$ cat config.mk
export PLATFORM = sky130hd
export DESIGN_NAME = stream_decryption
export DESIGN_NICKNAME = d
export VERILOG_FILES = /design/src/rtl/cipher_pkg.sv /design/src/rtl/cipher_key_table.sv /design/src/rtl/stream_decryption.sv
export SDC_FILE = /design/constraint.sdc
export NUM_CORES = 1
export LEC_CHECK = 0
export ABC_CLOCK_PERIOD_IN_PS = 3500
export BUFFER_PORTS_ARGS = -buffer_cell sky130_fd_sc_hd__buf_4
export CAP_MARGIN = 20
export CORE_UTILIZATION = 35
export CTS_BUF_LIST = sky130_fd_sc_hd__clkbuf_16
export CTS_CLUSTER_DIAMETER = 80
export DETAILED_ROUTE_END_ITERATION = 10
export GPL_TIMING_DRIVEN = 0
export SYNTH_ARGS = -nofsm -noshare
export SYNTH_HDL_FRONTEND = slang
export SYNTH_SLANG_ARGS = --single-unit
$ cat constraint.sdc
create_clock -name Clk -period 3.5 [get_ports Clk]
set_clock_uncertainty 0.2 [all_clocks]
set_input_delay 0.35 -clock Clk [delete_from_list [all_inputs] [get_ports Clk]]
set_output_delay 0.35 -clock Clk [all_outputs]
set_load 0.05 [all_outputs]
$ cat src/rtl/cipher_pkg.sv
// cipher_pkg: shared widths, FSM states and byte cipher for the XOR cipher path
package cipher_pkg;
    localparam int DATA_W   = 8;
    localparam int MAX_KEYS = 8;
    localparam int KEY_AW   = 3;

    typedef enum logic [1:0] {IDLE, RUN, DRAIN} state_t;

    function automatic logic [DATA_W-1:0] xor_byte(input logic [DATA_W-1:0] d, input logic [DATA_W-1:0] k);
        return d ^ k;
    endfunction
endpackage

$ cat src/rtl/cipher_key_table.sv
// cipher_key_table: key register file, synchronous write, combinational read
module cipher_key_table
    import cipher_pkg::*;
(
    input  logic              Clk,
    input  logic              nReset,
    input  logic              WrEn,
    input  logic [KEY_AW-1:0] WrAddr,
    input  logic [DATA_W-1:0] WrData,
    input  logic [KEY_AW-1:0] RdAddr,
    output logic [DATA_W-1:0] RdData
);
    logic [DATA_W-1:0] mem [MAX_KEYS];

    always_ff @(posedge Clk) begin
        if (!nReset)
            mem <= '{default: '0};
        else if (WrEn)
            mem[WrAddr] <= WrData;
    end

    assign RdData = mem[RdAddr];
endmodule

$ cat src/rtl/stream_decryption.sv
// stream_decryption: packetised XOR decryption with rotating keys and valid/ready flow control
module stream_decryption
    import cipher_pkg::*;
(
    input  logic              Clk,
    input  logic              nReset,
    input  logic              KeyWr,
    input  logic [KEY_AW-1:0] KeyAddr,
    input  logic [DATA_W-1:0] KeyIn,
    input  logic              Start,
    input  logic [7:0]        SizeOfData,
    input  logic [KEY_AW:0]   NumberOfKeys,
    input  logic [DATA_W-1:0] DataIn,
    input  logic              InValid,
    output logic              InReady,
    output logic [DATA_W-1:0] DataOut,
    output logic              OutValid,
    input  logic              OutReady,
    output logic              Ready,
    output logic              Done,
    output logic              ConfigErr
);
    localparam logic [KEY_AW:0] MAX_N = (KEY_AW+1)'(MAX_KEYS);

    state_t            state, state_nxt;
    logic [7:0]        size_q, byte_cnt;
    logic [KEY_AW:0]   nkeys_q;
    logic [KEY_AW-1:0] key_idx;
    logic [DATA_W-1:0] key;
    logic              idle, n_ok, xfer, accept, last;

    cipher_key_table u_keys (
        .Clk    (Clk),
        .nReset (nReset),
        .WrEn   (KeyWr && idle),
        .WrAddr (KeyAddr),
        .WrData (KeyIn),
        .RdAddr (key_idx),
        .RdData (key)
    );

    assign idle    = state == IDLE;
    assign Ready   = idle;
    assign n_ok    = NumberOfKeys != '0 && NumberOfKeys <= MAX_N;
    assign InReady = state == RUN && (!OutValid || OutReady);
    assign xfer    = InValid && InReady;
    assign accept  = OutValid && OutReady;
    assign last    = byte_cnt == size_q - 8'd1;

    always_ff @(posedge Clk) begin
        if (!nReset)
            state <= IDLE;
        else
            state <= state_nxt;
    end

    always_comb begin
        state_nxt = state;
        if (idle && Start && n_ok && SizeOfData != 8'd0)
            state_nxt = RUN;
        if (state == RUN && xfer && last)
            state_nxt = DRAIN;
        if (state == DRAIN && accept)
            state_nxt = IDLE;
    end

    always_ff @(posedge Clk) begin
        if (!nReset) begin
            size_q    <= '0;
            nkeys_q   <= '0;
            key_idx   <= '0;
            byte_cnt  <= '0;
            DataOut   <= '0;
            OutValid  <= 1'b0;
            Done      <= 1'b0;
            ConfigErr <= 1'b0;
        end else begin
            Done      <= (idle && Start && n_ok && SizeOfData == 8'd0) || (state == DRAIN && accept);
            ConfigErr <= idle && Start && !n_ok;
            if (idle && Start) begin
                size_q   <= SizeOfData;
                nkeys_q  <= NumberOfKeys;
                key_idx  <= '0;
                byte_cnt <= '0;
            end
            // a new byte may replace the held one in the same cycle it is accepted
            if (xfer) begin
                DataOut  <= xor_byte(DataIn, key);
                OutValid <= 1'b1;
                key_idx  <= {1'b0, key_idx} == nkeys_q - 1'b1 ? '0 : key_idx + 1'b1;
                byte_cnt <= byte_cnt + 8'd1;
            end else if (OutReady) begin
                OutValid <= 1'b0;
            end
        end
    end
endmodule

# Yosys cells after proc, flatten, opt, wreduce, memory -nomap -nowiden

Cells that the tools add are included.

Register bits after elaboration: 100
Input bits: 37
Output and inout port bits: 13
Word-level logic and storage cells: 76

Add/sub/neg operators: 4
Magnitude comparators: 4
Eq/ne operators: 4
Multiplexer cells: 15
Bitwise logic cells: 4
Reductions and logical operators: 27

Operators by type and width:

| kind                  | number |
|---|---|
| $bwmux W64            | 1 |
| $mux W8               | 5 |
| $bmux W8 S3           | 1 |
| $demux W8 S3          | 1 |
| $logic_and A1 B1 Y1   | 14 |
| $mux W3               | 3 |
| $add A8 B1 Y8 const B | 1 |
| $eq A8 B8 Y1          | 1 |
| $ge A4 B4 Y1 const B  | 2 |
| $logic_not A8 Y1      | 1 |
| $not A3 Y4            | 2 |
| $reduce_bool A8 Y1    | 1 |
| $sub A8 B1 Y8 const B | 1 |
| $xor A8 B8 Y8         | 1 |
| $reduce_bool A2 Y1    | 3 |
| $eq A3 B4 Y1          | 1 |
| $le A4 B4 Y1 const B  | 1 |
| $lt A4 B1 Y1 const B  | 1 |
| $mux W2               | 2 |
| $reduce_bool A4 Y1    | 1 |
| $sub A4 B1 Y4 const B | 1 |
| $add A3 B1 Y3 const B | 1 |
| $reduce_or A3 Y1      | 1 |
| $eq A2 B1 Y1 const B  | 1 |
| other kinds (7)       | 10 |

# Longest topological paths before layout

Gate-level depths: netlist of the first run.

Word-level depth: 7
Gate-level depth with buffers: 9
Mapped depth without buffers: 7

# Modules after synthesis

A second synthesis of the first run with hierarchy kept.

Cells, all modules: 524
Area, all modules: 4976.0 um2

Modules (own cells, without submodules):

| module            | times used | cells each | area an instance (um2) | seq. area each (um2) |
|---|---|---|---|---|
| cipher_key_table  | 1          | 301        | 3090.5                 | 1281.2 |
| stream_decryption | 1          | 223        | 1885.6                 | 720.7 |

# Least setup slack after synthesis of the first run

No wires, ideal clock.

Kind: register to output
Start point: register OutValid
End point: output port InReady
Data arrival time: 1.854 ns
Data required time: 2.950 ns
Slack: 1.096 ns
Stages on the path, launching flop included: 3
Buffers on the path: 0
Cells stage by stage: dfxtp_1 nor2b_1 nor3b_1

Word-level cells in the longest chain between the ends: 3

Ends and longest elaborated chain:

| item                     | line                    | text |
|---|---|---|
| start: declaration       | stream_decryption.sv:17 | `output logic OutValid,` |
| start signal: assignment | stream_decryption.sv:74 | `OutValid <= 1'b0;` |
| start signal: assignment | stream_decryption.sv:89 | `OutValid <= 1'b1;` |
| start signal: assignment | stream_decryption.sv:93 | `OutValid <= 1'b0;` |
| $logic_not A1 Y1         | stream_decryption.sv:45 | `assign InReady = state == RUN && (!OutValid \|\| OutReady);` |
| $logic_or A1 B1 Y1       | stream_decryption.sv:45 |  |
| $logic_and A1 B1 Y1      | stream_decryption.sv:45 |  |
| end: declaration         | stream_decryption.sv:15 | `output logic InReady,` |

Every way passes these cells.

# Worst setup path after layout of the first run

Start point: register size_q[0]
End point: register state[0]

Word-level cells in the longest chain between the ends: 4

Ends and longest elaborated chain:

| item                       | line                    | text |
|---|---|---|
| start: declaration         | stream_decryption.sv:26 | `logic [7:0] size_q, byte_cnt;` |
| start signal: assignment   | stream_decryption.sv:81 | `size_q <= SizeOfData;` |
| $sub A8 B1 Y8              | stream_decryption.sv:48 | `assign last = byte_cnt == size_q - 8'd1;` |
| $eq A8 B8 Y1               | stream_decryption.sv:48 |  |
| $logic_and A1 B1 Y1        | stream_decryption.sv:61 | `if (state == RUN && xfer && last)` |
| $reduce_or A3 Y1 (no line) | -                       |  |
| end signal: assignment     | stream_decryption.sv:54 | `state <= state_nxt;` |
| end: declaration           | stream_decryption.sv:25 | `state_t state, state_nxt;` |

Every way passes these cells.
A chain may end at the register's enable or synchronous reset.

==> impl_results.md, run 1 <==
- Post-DP HPWL: 9.05 mm
- Final Hold Viols: 0
- Clock root cell: clkbuf_16
- WL/cell: 16.7 um
- All-Layer GR Usage: 0.182
- Cell area after synthesis: 4940 um2
- Worst path cell trace: clkbuf_1, inv_1, ha_1, clkbuf_1, o21bai_1, a2111oi_0, a311o_1, o2111ai_1, nor3b_2
- Final number of setup-violating endpoints: 0
- #FFs+latches synth: 100
- First-pass GRT wire length: 20.4 mm
- Top cell type's share of synthesized area: 0.405
- Vias per cell: 5.19
- CP dominant cell by count: clkbuf_1
- Die Y: 121 um
- Leak Pwr: 2.22 nW
- Clk_lat worst skew: 0.35 ns
- DR pass1 iterations: 5
- Net Sw Power: 0.000667 W
- Max-Cap Viols: 0
- Worst VDD drop: 320 uV
- Top Ports: 50
- CTS sink cnt: 100
- Register area share after synthesis: 0.405
- Total gr overflow: 0
- Post-CTS setup buffer count: 0
- Final worst path period need: 2.62 ns
- CTS Buf Count: 9
- Clock share of power: 0.409
- Fmax: 382 MHz
- Slew @ Worst Pin: 0.704 ns
- Hold Crit Start: SizeOfData[0]
- DRT iter0 DRCs: 293
- Crit path max-delay family: compound AO/OA/AOI/OAI gates
- Die Width: 121 um
- Crit-path slowest cell: a2111oi_0
- Setup TNS: 0 ns
- H-tree levels: 3
- R2r setup slk: 0.88 ns
- Max clock buf depth: 2
- Share of cells above drive strength 1: 0.138
- PortBufs: 40
- PnR Total Power: 0.00253 W
- Reg clk slew, reported paths: 0.07 ns
- Residual DRC: 0
- Post-synth top flop: dfxtp_1
- Post-cts sizing count: 0
- CP Class: reg2reg
- YS warnings: 0
- Reg power frac: 0.472
- Routed length on met2: 6.30 mm
- Most frequent cell after synthesis: dfxtp_1
- Number of synthesized flops with an enable pin: 0
- Share of total power in combinational logic: 0.119
- Reg-to-Reg Start: size_q[0]
- Routed WL: 12.6 mm
- FF-to-FF End: state[0]
- Reg2Reg Depth: 9
- Crit end category: register
- CTS tree: done
- Final period util: 0.748
- Hold Path Stages: 3
- Largest net degree at the start of global routing: 19
- GP Congestion: 0.846
- Cells taking the most area after synthesis: dfxtp_1, mux2i_1, nand2_1, nor2b_1, mux4_1
- Final ANT Viol Nets: 0
- RSZ-0062 raised after global routing: false
- CP startpoint kind: register
- CP bufs+invs: 3
- Synth area leader: dfxtp_1
- Die area: 14600 um2
- Vias: 3912
- P_int: 0.00186 W
- Antenna violations before repair: 0
- Vias in the first global route: 3940
- Status: completed
- Final nets: 610
- # rows: 43
- CP Max Fanout: 8
- Met3 WL: 794 um
- Delay of the slowest critical-path stage: 0.50 ns
- M1 wire length: 5.36 mm
- List of most frequent post-synthesis cells: dfxtp_1, nand2_1, mux2i_1
- Hold_buf cts: 0
- Syn_nets: 559
- Hold Path Class: in2reg
- Mapped Avg Cell Area: 9.54 um2
- Net Sw Frac: 0.264
- Initial Utilization: 0.357
- Pwr/cell area: 438 nW/um2
- Count of cell types in the netlist: 53
- Final max-slew violation count: 0
- CP arrival: 2.65 ns
- # diodes: 0
- Area Overhead vs Synth: 16.8%
- CP required: 3.53 ns
- Core area: 13800 um2
- Async set-reset flop share out of synthesis: 0
- Post-synthesis instance total: 518
- Uppermost layer routed: met4
- Hold Path Sink: size_q[0]
- Slew HR: 0.529
==> worst max-delay path by stage <==
stage / startpoint / endpoint / slack [ns] / cells after the start
6_report: size_q[0] / state[0] / 0.88 / 9
3_5_place_dp: size_q[0] / state[0] / 0.99 / 9
3_3_place_gp: size_q[0] / state[0] / 1.08 / 9
5_1_grt: size_q[0] / state[0] / 0.80 / 9
4_1_cts: size_q[0] / state[0] / 0.94 / 9
2_1_floorplan: OutValid / InReady / 1.10 / 2
==> power by group through the flow <==
stage | registers (W) | logic (W) | clock network (W)
floorplan | 0.00123 | 0.000191 | 0
global placement | 0.00122 | 0.000296 | 0
detailed placement | 0.00122 | 0.000302 | 0
CTS | 0.00119 | 0.000303 | 0.00106
global route | 0.00120 | 0.000333 | 0.00110
finish | 0.00119 | 0.000302 | 0.00103
==> cell usage in the layout, fill, tap and decap left out, types with 3 or more instances in the layout <==
| master | n |
|---|---|
| a21boi_0 | 31 |
| a21oi_1 | 13 |
| and2_1 | 11 |
| and3_1 | 8 |
| buf_2 | 9 |
| buf_4 | 42 |
| clkbuf_1 | 26 |
| clkbuf_16 | 9 |
| dfxtp_1 | 100 |
| ha_1 | 4 |
| inv_1 | 6 |
| inv_6 | 3 |
| mux2i_1 | 48 |
| mux4_1 | 9 |
| mux4_2 | 7 |
| nand2_1 | 79 |
| nand2b_1 | 5 |
| nand3_1 | 29 |
| nand4_1 | 3 |
| nor2_1 | 10 |
| nor2b_1 | 44 |
| nor3_1 | 5 |
| nor4_1 | 4 |
| o21a_1 | 3 |
| o21ai_0 | 6 |
| o21ai_1 | 7 |
| xnor2_1 | 11 |
| xor2_1 | 11 |
==> flip-flops by register name, summed over array words and instances (netlist names), 2 cells and up <==
signal and cells:
byte_cnt 8, DataOut 8, nkeys_q 4, u_keys.mem 64, size_q 8, state 2
key_idx 3
==> layout make-up <==
cell class                      instances  area [um2]
Fill cell                            1355        8050
Multi-Input combinational cell        373        2730
Sequential cell                       100        2000
Timing Repair Buffer                   40         300
Clock buffer                            9         225
Tap cell                              180         225
Buffer                                 39         189
Clock inverter                          7        80.1
Inverter                                6        22.5
==> per-layer routing <==
layer  GRT usage  vias to the layer above
li1            -                     1904
met3      0.0316                       14
met2       0.315                      114
met5           0                        -
met4      0.0525                        0
met1       0.231                     1880
==> worst min-delay path: stages <==
cell and delay (ns):
buf_4 0.11, nand2_1 0.05, a21oi_1 0.05
==> kinds of logic after synthesis <==
| group | synth area share |
|---|---|
| fa+ha+maj | 0.0101 |
| buf+inv | 0.0428 |
| simple gates | 0.220 |
| xor+xnor | 0.0438 |
| mux | 0.179 |
| compound gates | 0.0990 |
| flops | 0.405 |
==> metrics by stage <==
stage / utilization / worst slack [ns] / instance area (um2) / hold slack [ns] / cells
2_1_floorplan: - / 1.10 / 4940 / 0.239 / 518
3_3_place_gp: 0.395 / 1.08 / 5470 / 0.248 / 738
3_5_place_dp: 0.395 / 0.986 / 5470 / 0.256 / 738
4_1_cts: 0.418 / 0.939 / 5770 / 0.0600 / 754
5_1_grt: 0.418 / 0.800 / 5770 / 0.0682 / 754
6_report: 0.418 / 0.883 / 5770 / 0.0658 / 754
Note: power is estimated with default switching activity, not from simulation.
==> run 2, diff against run 1 <==
--- a/config.mk
+++ b/config.mk
@@ -5,7 +5,7 @@
 export SDC_FILE = /design/constraint.sdc
 export NUM_CORES = 1
 export LEC_CHECK = 0
-export ABC_CLOCK_PERIOD_IN_PS = 3500
+export ABC_CLOCK_PERIOD_IN_PS = 2500
 export BUFFER_PORTS_ARGS = -buffer_cell sky130_fd_sc_hd__buf_4
 export CAP_MARGIN = 20
 export CORE_UTILIZATION = 35
==> constraint.sdc (replaced) <==
create_clock -name Clk -period 2.5 [get_ports Clk]
set_clock_uncertainty 0.2 [all_clocks]
set_input_delay 0.25 -clock Clk [delete_from_list [all_inputs] [get_ports Clk]]
set_output_delay 0.25 -clock Clk [all_outputs]
set_load 0.05 [all_outputs]
==> run 2 against run 1 <==
  * Clock-buffer cell count did not move
  * Largest cell class unchanged
  * Critical endpoint unchanged
  * Sequential share of layout area down 0.67 points
  * Combinational power increased by 44%
  * Register-to-register slack worse by 0.79 ns
==> impl_results.md, run 2 (synthesized netlist as in run 1, its figures left out) <==
- Final number of setup-violating endpoints: 0 (unchanged)
- Hold Path Class: in2reg (unchanged)
- Largest register FFs: 64 (unchanged)
- CTS sink cnt: 100 (unchanged)
- Slew @ Worst Pin: 0.720 ns (was 0.704 ns)
- Largest Register: u_keys.mem (unchanged)
- Status: completed (unchanged)
- Post-CTS setup buffer count: 0 (unchanged)
- Setup slack after placement: -0.0144 ns (was 0.986 ns)
- Reg area: 2000 um2 (about the same)
- CP arrival: 2.44 ns (was 2.65 ns)
- Most common cell after layout, fill and taps aside: dfxtp_1 (unchanged)
- WL/cell: 16.6 um (was 16.7 um)
- Pwr/cell area: 604 nW/um2 (was 438 nW/um2)
- Top Ports: 50 (unchanged)
- Crit end category: register (unchanged)
- Max-Cap Viols: 0 (unchanged)
- First-pass GRT wire length: 20.6 mm (was 20.4 mm)
- Die Y: 121 um (unchanged)
- Net Sw Frac: 0.264 (about the same)
- Worst VDD drop: 453 uV (was 320 uV)
- # rows: 43 (unchanged)
- Final worst path period need: 2.40 ns (was 2.62 ns)
- P_int: 0.00262 W (was 0.00186 W)
- CP Max Fanout: 8 (unchanged)
- Clk_lat worst skew: 0.35 ns (about the same)
- Final Hold Viols: 0 (unchanged)
- Vias per cell: 5.13 (was 5.19)
- Commonest non-fill, non-tap cells in the layout: dfxtp_1, nand2_1, mux2i_1 (unchanged)
- Share of cells above drive strength 1: 0.137 (was 0.138)
- Slew HR: 0.518 (was 0.529)
- CTS Buf Count: 9 (unchanged)
- Net Sw Power: 0.000940 W (was 0.000667 W)
- DR pass1 iterations: 4 (was 5)
- CTS tree: done (unchanged)
- Final period util: 0.961 (was 0.748)
- Leak Pwr: 2.27 nW (was 2.22 nW)
- Vias in the first global route: 4019 (was 3940)
- Final WS setup: 0.0975 ns (was 0.883 ns)
- H-tree levels: 3 (unchanged)
- Area Overhead vs Synth: 19.2% (was 16.8%)
- Max clock buf depth: 2 (unchanged)
- Total gr overflow: 0 (unchanged)
- Share of total power in combinational logic: 0.122 (was 0.119)
- # diodes: 0 (unchanged)
- PortBufs: 40 (unchanged)
- Worst Hold Margin: 0.0767 ns (was 0.0658 ns)
- RSZ-0062 raised after global routing: false (unchanged)
- CP Class: reg2reg (unchanged)
- All-Layer GR Usage: 0.184 (was 0.182)
- Routed WL: 12.7 mm (was 12.6 mm)
- Core area: 13800 um2 (unchanged)
- Fmax: 416 MHz (was 382 MHz)
- DRT iter0 DRCs: 326 (was 293)
- GP Congestion: 0.846 (unchanged)
- Die Width: 121 um (unchanged)
- Vias: 3922 (was 3912)
- Area taken by multi-input logic gates: 2730 um2 (unchanged)
- Filler cell count: 1345 (was 1355)
- CP startpoint kind: register (unchanged)
- Final max-slew violation count: 0 (unchanged)
- Reg clk slew, reported paths: 0.07 ns (about the same)
- CP required: 2.53 ns (was 3.53 ns)
- Clock share of power: 0.408 (was 0.409)
- Antenna violations before repair: 0 (unchanged)
- Clock root cell: clkbuf_16 (unchanged)
- Residual DRC: 0 (unchanged)
- Die area: 14600 um2 (unchanged)
- Largest net degree at the start of global routing: 19 (unchanged)
- Final nets: 621 (was 610)
- Initial Utilization: 0.357 (unchanged)
- Reg power frac: 0.470 (was 0.472)
- Final ANT Viol Nets: 0 (unchanged)
- Post-DP HPWL: 9.05 mm (unchanged)
run 2: changes by cell type in the layout (fill, tap and decap cells not counted):
| cell | previous run | this run |
|---|---|---|
| dfxtp_2 | 0 | 1 |
| clkbuf_1 | 26 | 25 |
| dlygate4sd3_1 | 0 | 12 |
| dfxtp_1 | 100 | 99 |
run 2: what timing repair did:
action | in CTS | in global routing
endpoints found under the setup margin | 1 | 2
hold buffers | 12 | 0
pin swaps | 0 | 0
hold endpoints to repair | 12 | 0
resized for setup | 0 | 1
run 2: worst max-delay path, cell delays in order (launching register included):
cell and delay [ns]:
dfxtp_1 0.44, inv_1 0.08, ha_1 0.18, clkbuf_1 0.19, o21bai_1 0.19, a2111oi_0 0.47
a311o_1 0.18, o2111ai_1 0.17, nor3b_2 0.20
run 2: final timing paths:
kind | startpoint | to | slack, ns | cells after the start
worst max-delay path | size_q[1] | state[0] | 0.1 | 8
worst min-delay path | OutReady | OutValid | 0.08 | 3
worst max register to register | size_q[1] | state[0] | 0.1 | 8
worst min register to register | u_keys.mem[48] | u_keys.mem[48] | 0.26 | 2
run 2: per-stage QoR:
stage | cell area [um2] | TNS (ns) | utilization | total power, W | std cells
finish | 5890 | 0 | 0.426 | 0.00356 | 765
global route | 5890 | 0 | 0.426 | 0.00370 | 765
CTS | 5890 | 0 | 0.426 | 0.00359 | 765
detailed placement | 5470 | -0.0144 | 0.395 | 0.00213 | 738
global placement | 5470 | 0 | 0.395 | 0.00212 | 738
floorplan | 4940 | 0 | - | 0.00199 | 518
run 2: routing by layer:
layer  vias up  routed length [um]  part of all wire  track usage
li1       1924                   -                 -            -
met1      1886                5530              0.43        0.231
met2       102                6370              0.50        0.322
met3        10                 692             0.054       0.0316
met4         0                 144             0.011       0.0525
met5         -                   0                 0            0
run 2: power groups by stage:
stage | sequential (W) | clock, W | combinational [W]
6_report | 0.00167 | 0.00145 | 0.000435
5_1_grt | 0.00168 | 0.00154 | 0.000479
4_1_cts | 0.00167 | 0.00148 | 0.000437
3_5_place_dp | 0.00171 | 0 | 0.000423
3_3_place_gp | 0.00170 | 0 | 0.000415
2_1_floorplan | 0.00172 | 0 | 0.000267
run 2: area by class of cell:
type	count	area share
buffer	38	0.0314
clock buffer	9	0.0382
timing repair buffer	52	0.0714
sequential	100	0.340
clock inverter	7	0.0136
multi-input combinational	373	0.463
tap	180	0.0382
inverter	6	0.00382
==> run 3, diff against run 2 <==
--- a/config.mk
+++ b/config.mk
@@ -5,7 +5,7 @@
 export SDC_FILE = /design/constraint.sdc
 export NUM_CORES = 1
 export LEC_CHECK = 0
-export ABC_CLOCK_PERIOD_IN_PS = 2500
+export ABC_CLOCK_PERIOD_IN_PS = 2300
 export BUFFER_PORTS_ARGS = -buffer_cell sky130_fd_sc_hd__buf_4
 export CAP_MARGIN = 20
 export CORE_UTILIZATION = 35
==> constraint.sdc (replaced) <==
create_clock -name Clk -period 2.3 [get_ports Clk]
set_clock_uncertainty 0.2 [all_clocks]
set_input_delay 0.23 -clock Clk [delete_from_list [all_inputs] [get_ports Clk]]
set_output_delay 0.23 -clock Clk [all_outputs]
set_load 0.05 [all_outputs]
==> run 3 against run 2 <==
  * Setup slack improved by 0.0027 ns
  * Flip-flop and latch count unchanged
  * Power increased by 13%
  * Clock-buffer cell count is the same
  * Largest power group unchanged
  * Highest routed layer unchanged
==> impl_results.md, run 3 (synthesized netlist as in run 1, its figures left out) <==
- Fmax: 455 MHz (was 416 MHz)
- Reg2Reg Depth: 4 (was 8)
- Final number of setup-violating endpoints: 0 (unchanged)
- Die Width: 121 um (unchanged)
- CP Max Fanout: 8 (unchanged)
- PnR Total Power: 0.00404 W (was 0.00356 W)
- Status: completed (unchanged)
- CTS Buf Count: 9 (unchanged)
- Leak Pwr: 2.28 nW (was 2.27 nW)
- Vias in the first global route: 3876 (was 4019)
- Share of cells above drive strength 1: 0.147 (was 0.137)
- Reg-to-Reg Start: state[0] (was size_q[1])
- Routing usage on met1: 0.231 (about the same)
- Slew HR: 0.444 (was 0.518)
- Vias per cell: 5.13 (about the same)
- PortBufs: 40 (unchanged)
- Commonest non-fill, non-tap cells in the layout: dfxtp_1, nand2_1, mux2i_1 (unchanged)
- First-pass GRT wire length: 20.3 mm (was 20.6 mm)
- DRT iter0 DRCs: 345 (was 326)
- All-Layer GR Usage: 0.183 (was 0.184)
- Largest net degree at the start of global routing: 17 (was 19)
- Largest Register: u_keys.mem (unchanged)
- CP arrival: 2.24 ns (was 2.44 ns)
- Initial Utilization: 0.357 (unchanged)
- DR pass1 iterations: 4 (unchanged)
- Hold Path Class: in2reg (unchanged)
- Die Y: 121 um (unchanged)
- # rows: 43 (unchanged)
- CTS tree: done (unchanged)
- Finished Cell Area: 5980 um2 (was 5890 um2)
- Hold Path Sink: OutValid (unchanged)
- Vias: 3923 (was 3922)
- Setup TNS: 0 ns (unchanged)
- CP startpoint kind: register (unchanged)
- CP Class: reg2reg (unchanged)
- Slew @ Worst Pin: 0.831 ns (was 0.720 ns)
- Antenna violations before repair: 0 (unchanged)
- Crit-path slowest cell: nor4b_2 (was a2111oi_0)
- Delay of the slowest critical-path stage: 0.61 ns (was 0.47 ns)
- R2r setup slk: 0.10 ns (was 0.1 ns)
- Worst path cell trace: nor4b_2, nand2_1, mux2i_1, nor2b_1 (was inv_1, ha_1, clkbuf_1, o21bai_1, a2111oi_0, a311o_1, o2111ai_1, nor3b_2)
- Max-Cap Viols: 0 (unchanged)
- Post-DP HPWL: 9.07 mm (was 9.05 mm)
- Final nets: 620 (was 621)
- Residual DRC: 0 (unchanged)
- Met2 usage: 0.313 (was 0.322)
- Pwr/cell area: 675 nW/um2 (was 604 nW/um2)
- # diodes: 0 (unchanged)
- RSZ-0062 raised after global routing: false (unchanged)
- Met3 Usage GRT: 0.0330 (was 0.0316)
- Final period util: 0.956 (was 0.961)
- Die area: 14600 um2 (unchanged)
- Worst Hold Margin: 0.0629 ns (was 0.0767 ns)
- GP Congestion: 0.844 (was 0.846)
- H-tree levels: 3 (unchanged)
- Area Overhead vs Synth: 21.0% (was 19.2%)
- Hold Crit Start: OutReady (unchanged)
- Clock root cell: clkbuf_16 (unchanged)
- Layout Cells excl Fill: 764 (was 765)
- CP required: 2.34 ns (was 2.53 ns)
- Clk_lat worst skew: 0.34 ns (was 0.35 ns)
- Hold Path Stages: 3 (unchanged)
- Total gr overflow: 0 (unchanged)
- Area after DPL: 5470 um2 (about the same)
- DP Cell Count: 738 (unchanged)
- Top Ports: 50 (unchanged)
- Final ANT Viol Nets: 0 (unchanged)
- Reg clk slew, reported paths: 0.07 ns (about the same)
- Crit end category: register (unchanged)
- Largest register FFs: 64 (unchanged)
- CTS sink cnt: 100 (unchanged)
- Final max-slew violation count: 0 (unchanged)
- WL/cell: 16.5 um (was 16.6 um)
- Core area: 13800 um2 (unchanged)
- Final Hold Viols: 0 (unchanged)
- Max clock buf depth: 2 (unchanged)
- Worst VDD drop: 404 uV (was 453 uV)
- Routed WL: 12.6 mm (was 12.7 mm)
- GR peak layer: met2 (unchanged)
- Most common cell after layout, fill and taps aside: dfxtp_1 (unchanged)
- Final worst path period need: 2.20 ns (was 2.40 ns)
- FF-to-FF End: u_keys.mem[62] (was state[0])
run 3: changes by cell type in the layout (fill, tap and decap cells not counted), sizes merged:
cell      change
bufinv        +2
clkinv        +1
clkbuf        -1
clkinvlp      +1
inv           -4
run 3: cell type report:
| type | count | area, um2 |
|---|---|---|
| sequential | 100 | 2000 |
| clock buffer | 9 | 225 |
| multi-input combinational | 373 | 2780 |
| timing repair buffer | 52 | 420 |
| clock inverter | 7 | 114 |
| tap | 180 | 225 |
| inverter | 6 | 22.5 |
| fill | 1332 | 7850 |
| buffer | 37 | 188 |
run 3: per-stage QoR:
stage               setup WS, ns  utilization
global route             0.00595        0.432
finish                     0.100        0.432
floorplan                 0.0162            -
global placement          -0.120        0.396
detailed placement        -0.219        0.396
CTS                     0.000933        0.429
run 3: how the worst max path moves through the flow:
stage	startpoint	slack [ns]	to
after floorplan	OutValid	0.02	InReady
after global placement	size_q[0]	-0.12	state[0]
after detailed placement	size_q[0]	-0.22	state[0]
after CTS	size_q[0]	0.0009	state[0]
after global routing	key_idx[0]	0.006	DataOut[6]
final	state[0]	0.10	u_keys.mem[62]
run 3: timing repair:
| action | 4_1_cts | 5_1_grt |
|---|---|---|
| setup endpoints to repair | 5 | 5 |
| endpoints found under the hold margin | 12 | 0 |
| buffers inserted | 0 | 0 |
| hold buffers | 12 | 0 |
| resized for setup | 5 | 8 |
run 3: worst max-delay path: cells and delay by family, from the launching register on:
family        cells  cell delay [ns]
simple gates      3             1.20
flops             1             0.38
mux               1             0.31
run 3: layer usage:
metal	share of wire	vias up
li1	-	1922
met1	0.45	1898
met2	0.49	93
met3	0.049	10
met4	0.012	0
met5	0	-
run 3: power by group:
group	internal [W]	switching (W)	total (W)
Combinational	0.000212	0.000267	0.000479
Sequential	0.00178	0.0000418	0.00182
Clock	0.00106	0.000679	0.00174
Total	0.00305	0.000988	0.00404
